`config.mk`:
```
export PLATFORM = sky130hd
export DESIGN_NAME = sum_stream_accumulator_flat
export DESIGN_NICKNAME = d
export VERILOG_FILES = /design/src/rtl/sum_stream_accumulator_if.sv /design/src/rtl/sum_stream_accumulator.sv /design/src/flat_wrapper.sv
export SDC_FILE = /design/constraint.sdc
export NUM_CORES = 1
export LEC_CHECK = 0
export ABC_AREA = 1
export BUFFER_PORTS_ARGS = -buffer_cell sky130_fd_sc_hd__buf_2
export CAP_MARGIN = 20
export CORE_AREA = 2 2 105 107
export DETAILED_ROUTE_END_ITERATION = 8
export DIE_AREA = 0 0 107 109
export PLACE_DENSITY = 0.77
export SLEW_MARGIN = 20
export SYNTH_ARGS = -nofsm -noshare
export SYNTH_HDL_FRONTEND = slang
export SYNTH_SLANG_ARGS = --single-unit
```
`constraint.sdc`:
```
create_clock -name clk -period 2.5 [get_ports clk]
set_input_delay 0.25 -clock clk [delete_from_list [all_inputs] [get_ports clk]]
set_output_delay 0.25 -clock clk [all_outputs]
set_load 0.005 [all_outputs]
```
`src/rtl/sum_stream_accumulator_if.sv`:
```
// Handshake bundle between the adder sum stream, the accumulator and the
// consumer of the frame total.
interface sum_stream_accumulator_if #(
  parameter int DATA_W = 32,
  parameter int ACC_W  = 40,
  parameter int LEN_W  = 8
);
  logic              start;
  logic [LEN_W-1:0]  len;
  logic              in_valid;
  logic [DATA_W-1:0] in_data;
  logic              in_ready;
  logic              out_valid;
  logic [ACC_W-1:0]  out_data;
  logic [LEN_W-1:0]  out_count;
  logic              overflow;
  logic              out_ready;
  logic              busy;

  modport slave (
    input  start, len, in_valid, in_data, out_ready,
    output in_ready, out_valid, out_data, out_count, overflow, busy
  );

  modport master (
    output start, len, in_valid, in_data, out_ready,
    input  in_ready, out_valid, out_data, out_count, overflow, busy
  );
endinterface

```
`src/rtl/sum_stream_accumulator.sv`:
```
// Accumulates a programmed number of DATA_W-bit sum words into an ACC_W-bit
// total and hands it downstream over valid/ready.
module sum_stream_accumulator #(
  parameter int DATA_W = 32,
  parameter int ACC_W  = 40,
  parameter int LEN_W  = 8
) (
  input logic                      clk,
  input logic                      rst,
  sum_stream_accumulator_if.slave  bus
);

  typedef enum logic [1:0] {IDLE, ACCUM, DONE} state_t;

  state_t            state, state_nxt;
  logic [ACC_W-1:0]  acc;
  logic [LEN_W-1:0]  remaining;
  logic [LEN_W-1:0]  count;
  logic              ovf;
  logic [ACC_W:0]    sum;
  logic              in_hs, out_hs, frame_start;

  // in_ready depends on state only, so there is no in_valid -> in_ready path
  assign bus.in_ready  = (state == ACCUM);
  assign bus.out_valid = (state == DONE);
  assign bus.busy      = (state != IDLE);
  assign bus.out_data  = bus.out_valid ? acc   : '0;
  assign bus.out_count = bus.out_valid ? count : '0;
  assign bus.overflow  = bus.out_valid ? ovf   : 1'b0;

  assign in_hs       = bus.in_valid & bus.in_ready;
  assign out_hs      = bus.out_valid & bus.out_ready;
  assign frame_start = (state == IDLE) & bus.start;
  // One spare bit captures the carry out of the accumulator
  assign sum         = {1'b0, acc} + (ACC_W+1)'(bus.in_data);

  always_ff @(posedge clk or posedge rst) begin
    if (rst) state <= IDLE;
    else     state <= state_nxt;
  end

  always_comb begin
    state_nxt = state;
    unique case (state)
      IDLE:    if (bus.start) state_nxt = (bus.len == '0) ? DONE : ACCUM;
      ACCUM:   if (in_hs && remaining == LEN_W'(1)) state_nxt = DONE;
      DONE:    if (out_hs) state_nxt = IDLE;
      default: state_nxt = IDLE;
    endcase
  end

  always_ff @(posedge clk or posedge rst) begin
    if (rst) begin
      acc       <= '0;
      remaining <= '0;
      count     <= '0;
      ovf       <= 1'b0;
    end else if (frame_start) begin
      acc       <= '0;
      remaining <= bus.len;
      count     <= '0;
      ovf       <= 1'b0;
    end else if (in_hs) begin
      acc       <= sum[ACC_W-1:0];
      remaining <= remaining - LEN_W'(1);
      count     <= count + LEN_W'(1);
      ovf       <= ovf | sum[ACC_W];
    end
  end

endmodule

```
`src/flat_wrapper.sv`:
```
// flat-port wrapper written by rule: the top's interface ports become plain ports
module sum_stream_accumulator_flat 
#(
  parameter int DATA_W = 32,
  parameter int ACC_W  = 40,
  parameter int LEN_W  = 8
)
  (clk, rst, bus_start, bus_len, bus_in_valid, bus_in_data, bus_out_ready, bus_in_ready, bus_out_valid, bus_out_data, bus_out_count, bus_overflow, bus_busy);
  sum_stream_accumulator_if #(.DATA_W(DATA_W), .ACC_W(ACC_W), .LEN_W(LEN_W)) bus_i ();
  input logic clk;
  input logic rst;
  input wire logic [$bits(bus_i.start)-1:0] bus_start;
  input wire logic [$bits(bus_i.len)-1:0] bus_len;
  input wire logic [$bits(bus_i.in_valid)-1:0] bus_in_valid;
  input wire logic [$bits(bus_i.in_data)-1:0] bus_in_data;
  input wire logic [$bits(bus_i.out_ready)-1:0] bus_out_ready;
  output wire logic [$bits(bus_i.in_ready)-1:0] bus_in_ready;
  output wire logic [$bits(bus_i.out_valid)-1:0] bus_out_valid;
  output wire logic [$bits(bus_i.out_data)-1:0] bus_out_data;
  output wire logic [$bits(bus_i.out_count)-1:0] bus_out_count;
  output wire logic [$bits(bus_i.overflow)-1:0] bus_overflow;
  output wire logic [$bits(bus_i.busy)-1:0] bus_busy;
  assign bus_i.start = bus_start;
  assign bus_i.len = bus_len;
  assign bus_i.in_valid = bus_in_valid;
  assign bus_i.in_data = bus_in_data;
  assign bus_i.out_ready = bus_out_ready;
  assign bus_in_ready = bus_i.in_ready;
  assign bus_out_valid = bus_i.out_valid;
  assign bus_out_data = bus_i.out_data;
  assign bus_out_count = bus_i.out_count;
  assign bus_overflow = bus_i.overflow;
  assign bus_busy = bus_i.busy;
  sum_stream_accumulator #(.DATA_W(DATA_W), .ACC_W(ACC_W), .LEN_W(LEN_W)) u_core (.clk(clk), .rst(rst), .bus(bus_i));
endmodule
```
# [Word level (Yosys, flattened, before mapping)]
# Cells that the tools add are included.
[word_totals] word_cells=40 reg_bits=59
[classes] add_sub_neg=3 n_reduce_logical=6 bitwise_logic=4 n_eq_ne=6 muxes=16
[ops] operator="40-bit two-way mux" count=3
[ops] operator="40-bit by 32-bit adder with 41-bit output" count=1
[ops] operator="8-bit two-way mux" count=5
[ops] operator="8-bit by 1-bit adder with 8-bit output, second input constant" count=1
[ops] operator="8-bit by 1-bit == test with 1-bit output, second input constant" count=1
[ops] operator="8-bit zero test" count=1
[ops] operator="2-bit two-way mux" count=4
[ops] operator="8-bit by 1-bit subtractor with 8-bit output, second input constant" count=1
[ops] operator="2-bit != test, second input constant" count=3
[ops] operator="2-bit one-hot mux with 3 select lines" count=1
[ops] operator="2-bit nonzero test" count=2
[ops] operator="1-bit AND" count=3
[ops] operator="1-bit two-way mux" count=3
[ops] operator="3-bit AND reduction" count=1
[ops] operator="2-bit by 1-bit == test with 1-bit output, second input constant" count=1
[ops] operator="2-bit == test, second input constant" count=1
[ops] operator="2-bit zero test" count=1
[ops] operator="1-bit logical AND" count=1
[ops] operator="1-bit bitwise OR" count=1

# [Logic depth before layout (Yosys ltp)]
# Gate-level depths: netlist of the first run.
[logic_depth] word_depth=5 depth_mapped=15

# [Worst setup path before layout of the first run]
# Ideal clock, no wire load.
[synth_timing] path_kind="register to register" start="register u_core.acc[0]" end="register u_core.acc[32]" path_stages_with_launch=16 path_buffers=0 slack_ns=0.634 setup_time_ns=0.119 t_arrival_ns=1.747 path_cell_list="dfrtp_1 -> ha_1 -> inv_1 -> fa_1 -> inv_1 -> nand3_1 -> nand3_1 -> nand2_1 -> nand2_2 -> nand2_1 -> nand2_2 -> nand2_1 -> nand2_1 -> nand3_1 -> nand2_1 -> nor2_1"
[synth_via] elab_chain_len=3
[synth_lines] item="from (decl)" line="sum_stream_accumulator.sv:16" text="logic [ACC_W-1:0] acc;"
[synth_lines] item="from (signal assigned)" line="sum_stream_accumulator.sv:64" text="acc <= sum[ACC_W-1:0];"
[synth_lines] item="40-bit by 32-bit adder with 41-bit output" line="sum_stream_accumulator.sv:35" text="assign sum = {1'b0, acc} + (ACC_W+1)'(bus.in_data);"
[synth_lines] item="40-bit two-way mux" line="sum_stream_accumulator.sv:63" text="end else if (in_hs) begin"
[synth_lines] item="40-bit two-way mux" line="sum_stream_accumulator.sv:58" text="end else if (frame_start) begin"
# Every way passes these cells. The select of a mux whose other input is x is not followed.
# A chain may end at the register's enable or synchronous reset.

# [Final worst setup path of the first run]
[layout_timing] start="register u_core.acc[0]" end="register u_core.acc[20]"
# The elaborated chain is that of the path after synthesis.

==> out/results.txt, run 1 <==
List of cells traversed by the critical path - ha_1 > inv_1 > fa_1 > inv_1 > nand3_1 > nand3_1 > nand2_1 > nand2_2 > nand2_1 > nand2_1 > nand2_1 > nand2_1 > nand2_1 > nand2_1 > o21ai_0
Number of violations of the max-capacitance limit - 0
Num rows - 38
Number of hold-slack violations in the final timing report - 0
Post CTS Setup Buffer Count - 0
Cell Int Power - 3050 uW
Critical Path Start Type - flip-flop
Maximum clock frequency - 0.454 GHz
Slew Viols, Final - 0
Latest clock arrival within the worst-skew pair - 360 ps
Switch share - 51.8%
CTS max path bufs - 2
Die Wd - 107 um
Via density - 5.01
Share of power burned in registers - 24.5%
Number of instances in the synthesized netlist - 963
Synthesized area per cell - 5.91 um2
Worst path arrival time - 2440 ps
Highest-count cells in the layout ignoring fill and taps - sky130_fd_sc_hd__nand2_1, sky130_fd_sc_hd__inv_1, sky130_fd_sc_hd__nor2_1, sky130_fd_sc_hd__buf_2, sky130_fd_sc_hd__dfrtp_1
Remaining design rule violation count - 0
Largest net degree at the start of global routing - 38
Cell area after synthesis - 5690 um2
Leak Pwr - 0.00374 uW
Overflow after GRT - 0
Type of the setup path with the least slack - reg -> reg
Start point of the critical path - u_core.acc[0]$_DFFE_PP0P_
Combinational share of power - 61.1%
Clock sinks - 59
Detailed Route Iter0 Violations - 328
Pwr dens - 968 nW/um2
Cell mode on critical path - sky130_fd_sc_hd__nand2_1
Core footprint - 10,600 um2
Setup-failing EPs final - 0
I/O pin total - 97
Clock root buffer master - sky130_fd_sc_hd__clkbuf_8
Clock network fraction of total power - 14.4%
Min-delay worst type - in -> reg
Capture point of the worst path - u_core.acc[20]$_DFFE_PP0P_
Antenna viol nets, final - 0
Worst hold-check slack - 127 ps
Synthesis-to-layout area growth - 14.7%
Slew at the pin closest to its max-slew limit - 577 ps
Source of the worst register-to-register timing path - u_core.acc[0]$_DFFE_PP0P_
Antenna Diode Count - 0
Clk slew on worst S/H paths - 70 ps
Number of cells on the worst reg-to-reg path - 15
Via count of the first global-routing pass - 5,549
Clock tree skew after final layout - 15.7 ps
First-pass GRT wire length - 25.4 mm
Total wirelength of the detailed-routed design - 15.6 mm
Register area share after synthesis - 26.0%
Number of buffers created by CTS - 9
Effective utilization at floorplan - 53.6%
Status - completed
Crit-path max FO - 4
TritonCTS clock tree - yes
Register-to-register path setup slack - 300 ps
HPWL after detailed placement - 12.3 mm
Post-layout min period - 2200 ps
Drt first pass iters - 4
Most instantiated flip-flop cell in the synthesis netlist - sky130_fd_sc_hd__dfrtp_1
Post-synth EDFFs - 0
Post-synthesis sequential element count - 59
Die Y-Extent - 109 um
Number of warnings issued by yosys - 0
Data required, critical path - 2740 ps
Maximum cell stage delay along the critical path - 390 ps
Cell with the biggest individual delay on the critical path - sky130_fd_sc_hd__fa_1
Total routing usage reported by global routing - 27.5%
Synth cell types - 42
Layout Utilization - 61.5%
Unrepaired setup endpoints after global routing - no
Routability congestion estimate from global placement - 0.974
Post-Syn Nets - 1,044
CP endpoint kind - flip-flop
Most frequent standard cell in the layout excluding fill and tap cells - sky130_fd_sc_hd__nand2_1
Headroom to the max-slew limit - 61.5%
Wire length per cell - 12.9 um
Fraction of final layout cells sized beyond drive strength 1 - 14.4%
Period Utilization, post-route - 88.1%
H-tree levels - 3
Setup TNS - 0 ps
Number of nets in the final layout - 1,143
Switch Pwr - 3270 uW
Die area - 11,700 um2
Total number of vias - 6,052
Number of antenna violations at the first check in global routing - 0
Ys async rst share - 100%
Peak supply drop - 725 uV
Endpoint of the lowest-slack register-to-register path - u_core.acc[20]$_DFFE_PP0P_
Count of buffers from port buffering - 96
-- metal layers --
layer,track usage [%],share of wire [%]
met5,0,0
met4,9.74,2.3
met3,4.84,6.0
met2,46.2,46
met1,35.7,46
-- through the flow --
step | instances | instance area [um2] | total power (uW) | setup WS (ps)
after global placement | 1190 | 6320 | 5320 | 375
after detailed placement | 1190 | 6320 | 5380 | 304
after CTS | 1207 | 6520 | 6300 | 292
after global routing | 1207 | 6520 | 6950 | 43.3
after floorplan | 963 | 5690 | 4380 | 634
final | 1207 | 6520 | 6310 | 297
-- sequential cells by signal, summed over array words and instances (netlist names) --
register / flops
u_core.acc: 40
u_core.count: 8
u_core.ovf: 1
u_core.remaining: 8
u_core.state: 2
-- worst max-delay path, delay by kind of cell, from the launching register on --
family	cells	cell delay, ps
DFF	1	350
and+or+nand+nor	10	930
AOI/OAI and AO/OA	1	70
adders and majority gates	2	590
buffers and inverters	2	180
-- power groups by stage --
stage               clock network (uW)  logic [uW]  registers [uW]
global placement                     0        3780            1540
CTS                                919        3840            1540
finish                             907        3860            1550
global route                       965        4390            1590
floorplan                            0        2890            1490
detailed placement                   0        3830            1550
-- synth_stat cells (all sizes together), types with 7 or more instances --
cell / n / area share [%]
or2: 7 / 0.77
nand2: 321 / 22
a21oi: 49 / 4.4
o22ai: 9 / 0.99
nor2: 135 / 9.4
dfrtp: 59 / 26
ha: 35 / 7.7
o21ai: 43 / 3.8
nand3: 53 / 4.9
clkbuf: 8 / 0.53
inv: 186 / 12
nor3: 9 / 1.1
buf: 8 / 0.86
-- cells by family after synthesis --
group | synth area share, %
fa+ha+maj | 8.05
flops | 26.0
xor+xnor | 0.616
simple gates | 40.6
buf+inv | 13.7
compound gates | 11.1
-- area by class of cell --
type | instances | area (um2)
Tap cell | 140 | 175
Timing Repair Buffer | 104 | 543
Clock buffer | 11 | 141
Fill cell | 1131 | 4080
Inverter | 186 | 701
Sequential cell | 59 | 1480
Multi-Input combinational cell | 702 | 3430
Clock inverter | 5 | 52.6
-- worst min path at each step --
stage,startpoint,endpoint,slack [ps],depth (start not counted)
global route,bus_len[2],u_core.remaining[2]$_DFFE_PP0P_,130,3
global placement,rst,u_core.acc[37]$_DFFE_PP0P_,320,2
detailed placement,rst,u_core.acc[39]$_DFFE_PP0P_,330,2
floorplan,bus_len[2],u_core.remaining[2]$_DFFE_PP0P_,360,2
CTS,bus_len[2],u_core.remaining[2]$_DFFE_PP0P_,110,3
finish,bus_len[2],u_core.remaining[2]$_DFFE_PP0P_,130,3
-- timing repair --
item | in CTS | in global routing
hold buffers | 1 | 0
endpoints found under the hold margin | 21 | 0
setup endpoints to repair | 0 | 0
resized for setup | 0 | 0
No activity file was read; power rests on OpenSTA's default activity.
==> run 2, diff against run 1 <==
GPL_TIMING_DRIVEN = 0   (was unset)
==> run 2 against run 1 <==
  * Clock power is 14% higher
  * Cell area up 1.3%
  * Routed wire length grew 3.1%
  * Power up 3.6%
  * Critical path type unchanged
  * Largest cell class unchanged
  * Highest routed layer unchanged
==> out/results.txt, run 2 (synthesized netlist as in run 1, its figures left out) <==
Clock sinks - 59 (unchanged)
Clk slew on worst S/H paths - 80 ps (was 70 ps)
Type of the setup path with the least slack - reg -> reg (unchanged)
Register containing the most flip-flops in the final layout - u_core.acc (unchanged)
Data required, critical path - 2780 ps (was 2740 ps)
Period Utilization, post-route - 91.1% (was 88.1%)
Count of buffers from port buffering - 96 (unchanged)
Most frequent standard cell in the layout excluding fill and tap cells - sky130_fd_sc_hd__nand2_1 (unchanged)
Setup-failing EPs final - 0 (unchanged)
List of cells traversed by the critical path - ha_1 > inv_1 > fa_1 > inv_2 > nand3_1 > nand3_4 > nand2_1 > nand2_2 > nand2_1 > nand2_2 > nand2_1 > nand2_2 > nand3_1 > a21oi_1 (was ha_1 > inv_1 > fa_1 > inv_1 > nand3_1 > nand3_1 > nand2_1 > nand2_2 > nand2_1 > nand2_1 > nand2_1 > nand2_1 > nand2_1 > nand2_1 > o21ai_0)
CP endpoint kind - flip-flop (unchanged)
Fraction of final layout cells sized beyond drive strength 1 - 14.9% (was 14.4%)
Drt first pass iters - 5 (was 4)
Total routing usage reported by global routing - 28.1% (was 27.5%)
Slew Viols, Final - 0 (unchanged)
Flip-flop count of the largest register, all copies and words added - 40 (unchanged)
Number of violations of the max-capacitance limit - 0 (unchanged)
Headroom to the max-slew limit - 63.4% (was 61.5%)
Synthesis-to-layout area growth - 16.2% (was 14.7%)
Layout Utilization - 62.3% (was 61.5%)
Unrepaired setup endpoints after global routing - no (unchanged)
Effective utilization at floorplan - 53.6% (unchanged)
Pwr dens - 989 nW/um2 (was 968 nW/um2)
Maximum cell stage delay along the critical path - 410 ps (was 390 ps)
Peak supply drop - 589 uV (was 725 uV)
Status - completed (unchanged)
Clock network fraction of total power - 15.7% (was 14.4%)
Share of power burned in registers - 23.6% (was 24.5%)
Routability congestion estimate from global placement - 0.936 (was 0.974)
Number of hold-slack violations in the final timing report - 0 (unchanged)
H-tree levels - 3 (unchanged)
Switch share - 51.7% (was 51.8%)
TritonCTS clock tree - yes (unchanged)
Number of nets in the final layout - 1,153 (was 1,143)
Cell Int Power - 3160 uW (was 3050 uW)
Overflow after GRT - 0 (unchanged)
Worst hold-check slack - 110 ps (was 127 ps)
Combinational share of power - 60.7% (was 61.1%)
I/O pin total - 97 (unchanged)
Die area - 11,700 um2 (unchanged)
Die Wd - 107 um (unchanged)
Switch Pwr - 3380 uW (was 3270 uW)
Post-layout min period - 2280 ps (was 2200 ps)
Largest net degree at the start of global routing - 40 (was 38)
Via density - 5.10 (was 5.01)
Number of antenna violations at the first check in global routing - 0 (unchanged)
Core footprint - 10,600 um2 (unchanged)
Latest clock arrival within the worst-skew pair - 360 ps (about the same)
Total number of vias - 6,209 (was 6,052)
Setup TNS - 0 ps (unchanged)
Remaining design rule violation count - 0 (unchanged)
Antenna viol nets, final - 0 (unchanged)
Slew at the pin closest to its max-slew limit - 550 ps (was 577 ps)
Wire length per cell - 13.2 um (was 12.9 um)
CTS max path bufs - 2 (unchanged)
Total wirelength of the detailed-routed design - 16.1 mm (was 15.6 mm)
Number of buffers created by CTS - 9 (unchanged)
Detailed Route Iter0 Violations - 416 (was 328)
First-pass GRT wire length - 25.6 mm (was 25.4 mm)
Post CTS Setup Buffer Count - 0 (unchanged)
Crit-path max FO - 4 (unchanged)
Clock root buffer master - sky130_fd_sc_hd__clkbuf_8 (unchanged)
Min-delay worst type - in -> reg (unchanged)
Highest-count cells in the layout ignoring fill and taps - sky130_fd_sc_hd__nand2_1, sky130_fd_sc_hd__inv_1, sky130_fd_sc_hd__nor2_1, sky130_fd_sc_hd__buf_2, sky130_fd_sc_hd__dfrtp_1 (unchanged)
Die Y-Extent - 109 um (unchanged)
Cell with the biggest individual delay on the critical path - sky130_fd_sc_hd__fa_1 (unchanged)
Worst path arrival time - 2560 ps (was 2440 ps)
Clock tree skew after final layout - 8.05 ps (was 15.7 ps)
Critical Path Start Type - flip-flop (unchanged)
HPWL after detailed placement - 12.8 mm (was 12.3 mm)
Num rows - 38 (unchanged)
Maximum clock frequency - 0.439 GHz (was 0.454 GHz)
Via count of the first global-routing pass - 5,561 (was 5,549)
Antenna Diode Count - 0 (unchanged)
Leak Pwr - 0.00378 uW (was 0.00374 uW)
Regs by FF count - u_core.acc: 40 flops, u_core.count: 8 flops, u_core.remaining: 8 flops (unchanged)
run 2: cell count changes in the layout (fill, tap and decap cells not counted), sizes merged:
cell / delta
buf: +2
bufinv: +1
clkbuf: +7
clkinv: -2
clkinvlp: +1
inv: +1
run 2: worst paths after layout:
kind	slack [ps]	end	cells after the start	start
min in group asynchronous	370	u_core.acc[31]$_DFFE_PP0P_	3	rst
worst max-delay path	220	u_core.ovf$_DFFE_PP0P_	14	u_core.acc[0]$_DFFE_PP0P_
worst min register to register	460	u_core.count[7]$_DFFE_PP0P_	1	u_core.count[7]$_DFFE_PP0P_
worst max register to register	220	u_core.ovf$_DFFE_PP0P_	14	u_core.acc[0]$_DFFE_PP0P_
worst min-delay path	110	u_core.remaining[1]$_DFFE_PP0P_	3	bus_len[1]
max in group asynchronous	1630	u_core.state[0]$_DFFE_PP0P_	4	rst
run 2: final cells by class:
class,count,area (um2)
multi-input cells,702,3450
plain buffers,16,80.1
clock inverters,6,88.8
clock buffers,10,128
fillers,1108,4000
inverters,186,703
repair buffers,98,510
flip-flops and latches,59,1480
well taps,140,175
run 2: through the flow:
stage / setup WS [ps] / cells / total power (uW) / cell area (um2)
after floorplan: 634 / 963 / 4380 / 5690
after detailed placement: 86.5 / 1200 / 5450 / 6360
after global placement: -13.9 / 1199 / 5380 / 6340
after global routing: 66.5 / 1217 / 7140 / 6610
after CTS: 69.5 / 1217 / 6490 / 6590
final: 223 / 1217 / 6540 / 6610
run 2: power by group through the flow:
stage          sequential, uW  combinational (uW)  clock [uW]
3_5_place_dp             1550                3900           0
6_report                 1550                3970        1030
2_1_floorplan            1490                2890           0
3_3_place_gp             1540                3840           0
4_1_cts                  1540                3920        1030
5_1_grt                  1590                4470        1080
run 2: critical path: cells and delay by family, from the launching register on:
family / cells / cell delay (ps)
adder cells (fa/ha/maj): 2 / 620
AND/OR/NAND/NOR: 9 / 890
buffers and inverters: 2 / 180
AO/OA/AOI/OAI: 1 / 140
flip-flops: 1 / 360
run 2: repair_timing:
| action | in CTS | in global routing |
|---|---|---|
| endpoints found under the setup margin | 0 | 6 |
| gates resized for setup | 0 | 6 |
| endpoints found under the hold margin | 20 | 0 |
| hold buffers | 1 | 0 |
run 2: routing by layer:
metal | routed length, um | vias up | GRT usage (%)
li1 | - | 3204 | -
met1 | 7290 | 2785 | 37.2
met2 | 7390 | 192 | 48.5
met3 | 1060 | 28 | 4.18
met4 | 312 | 0 | 6.86
met5 | 0 | - | 0
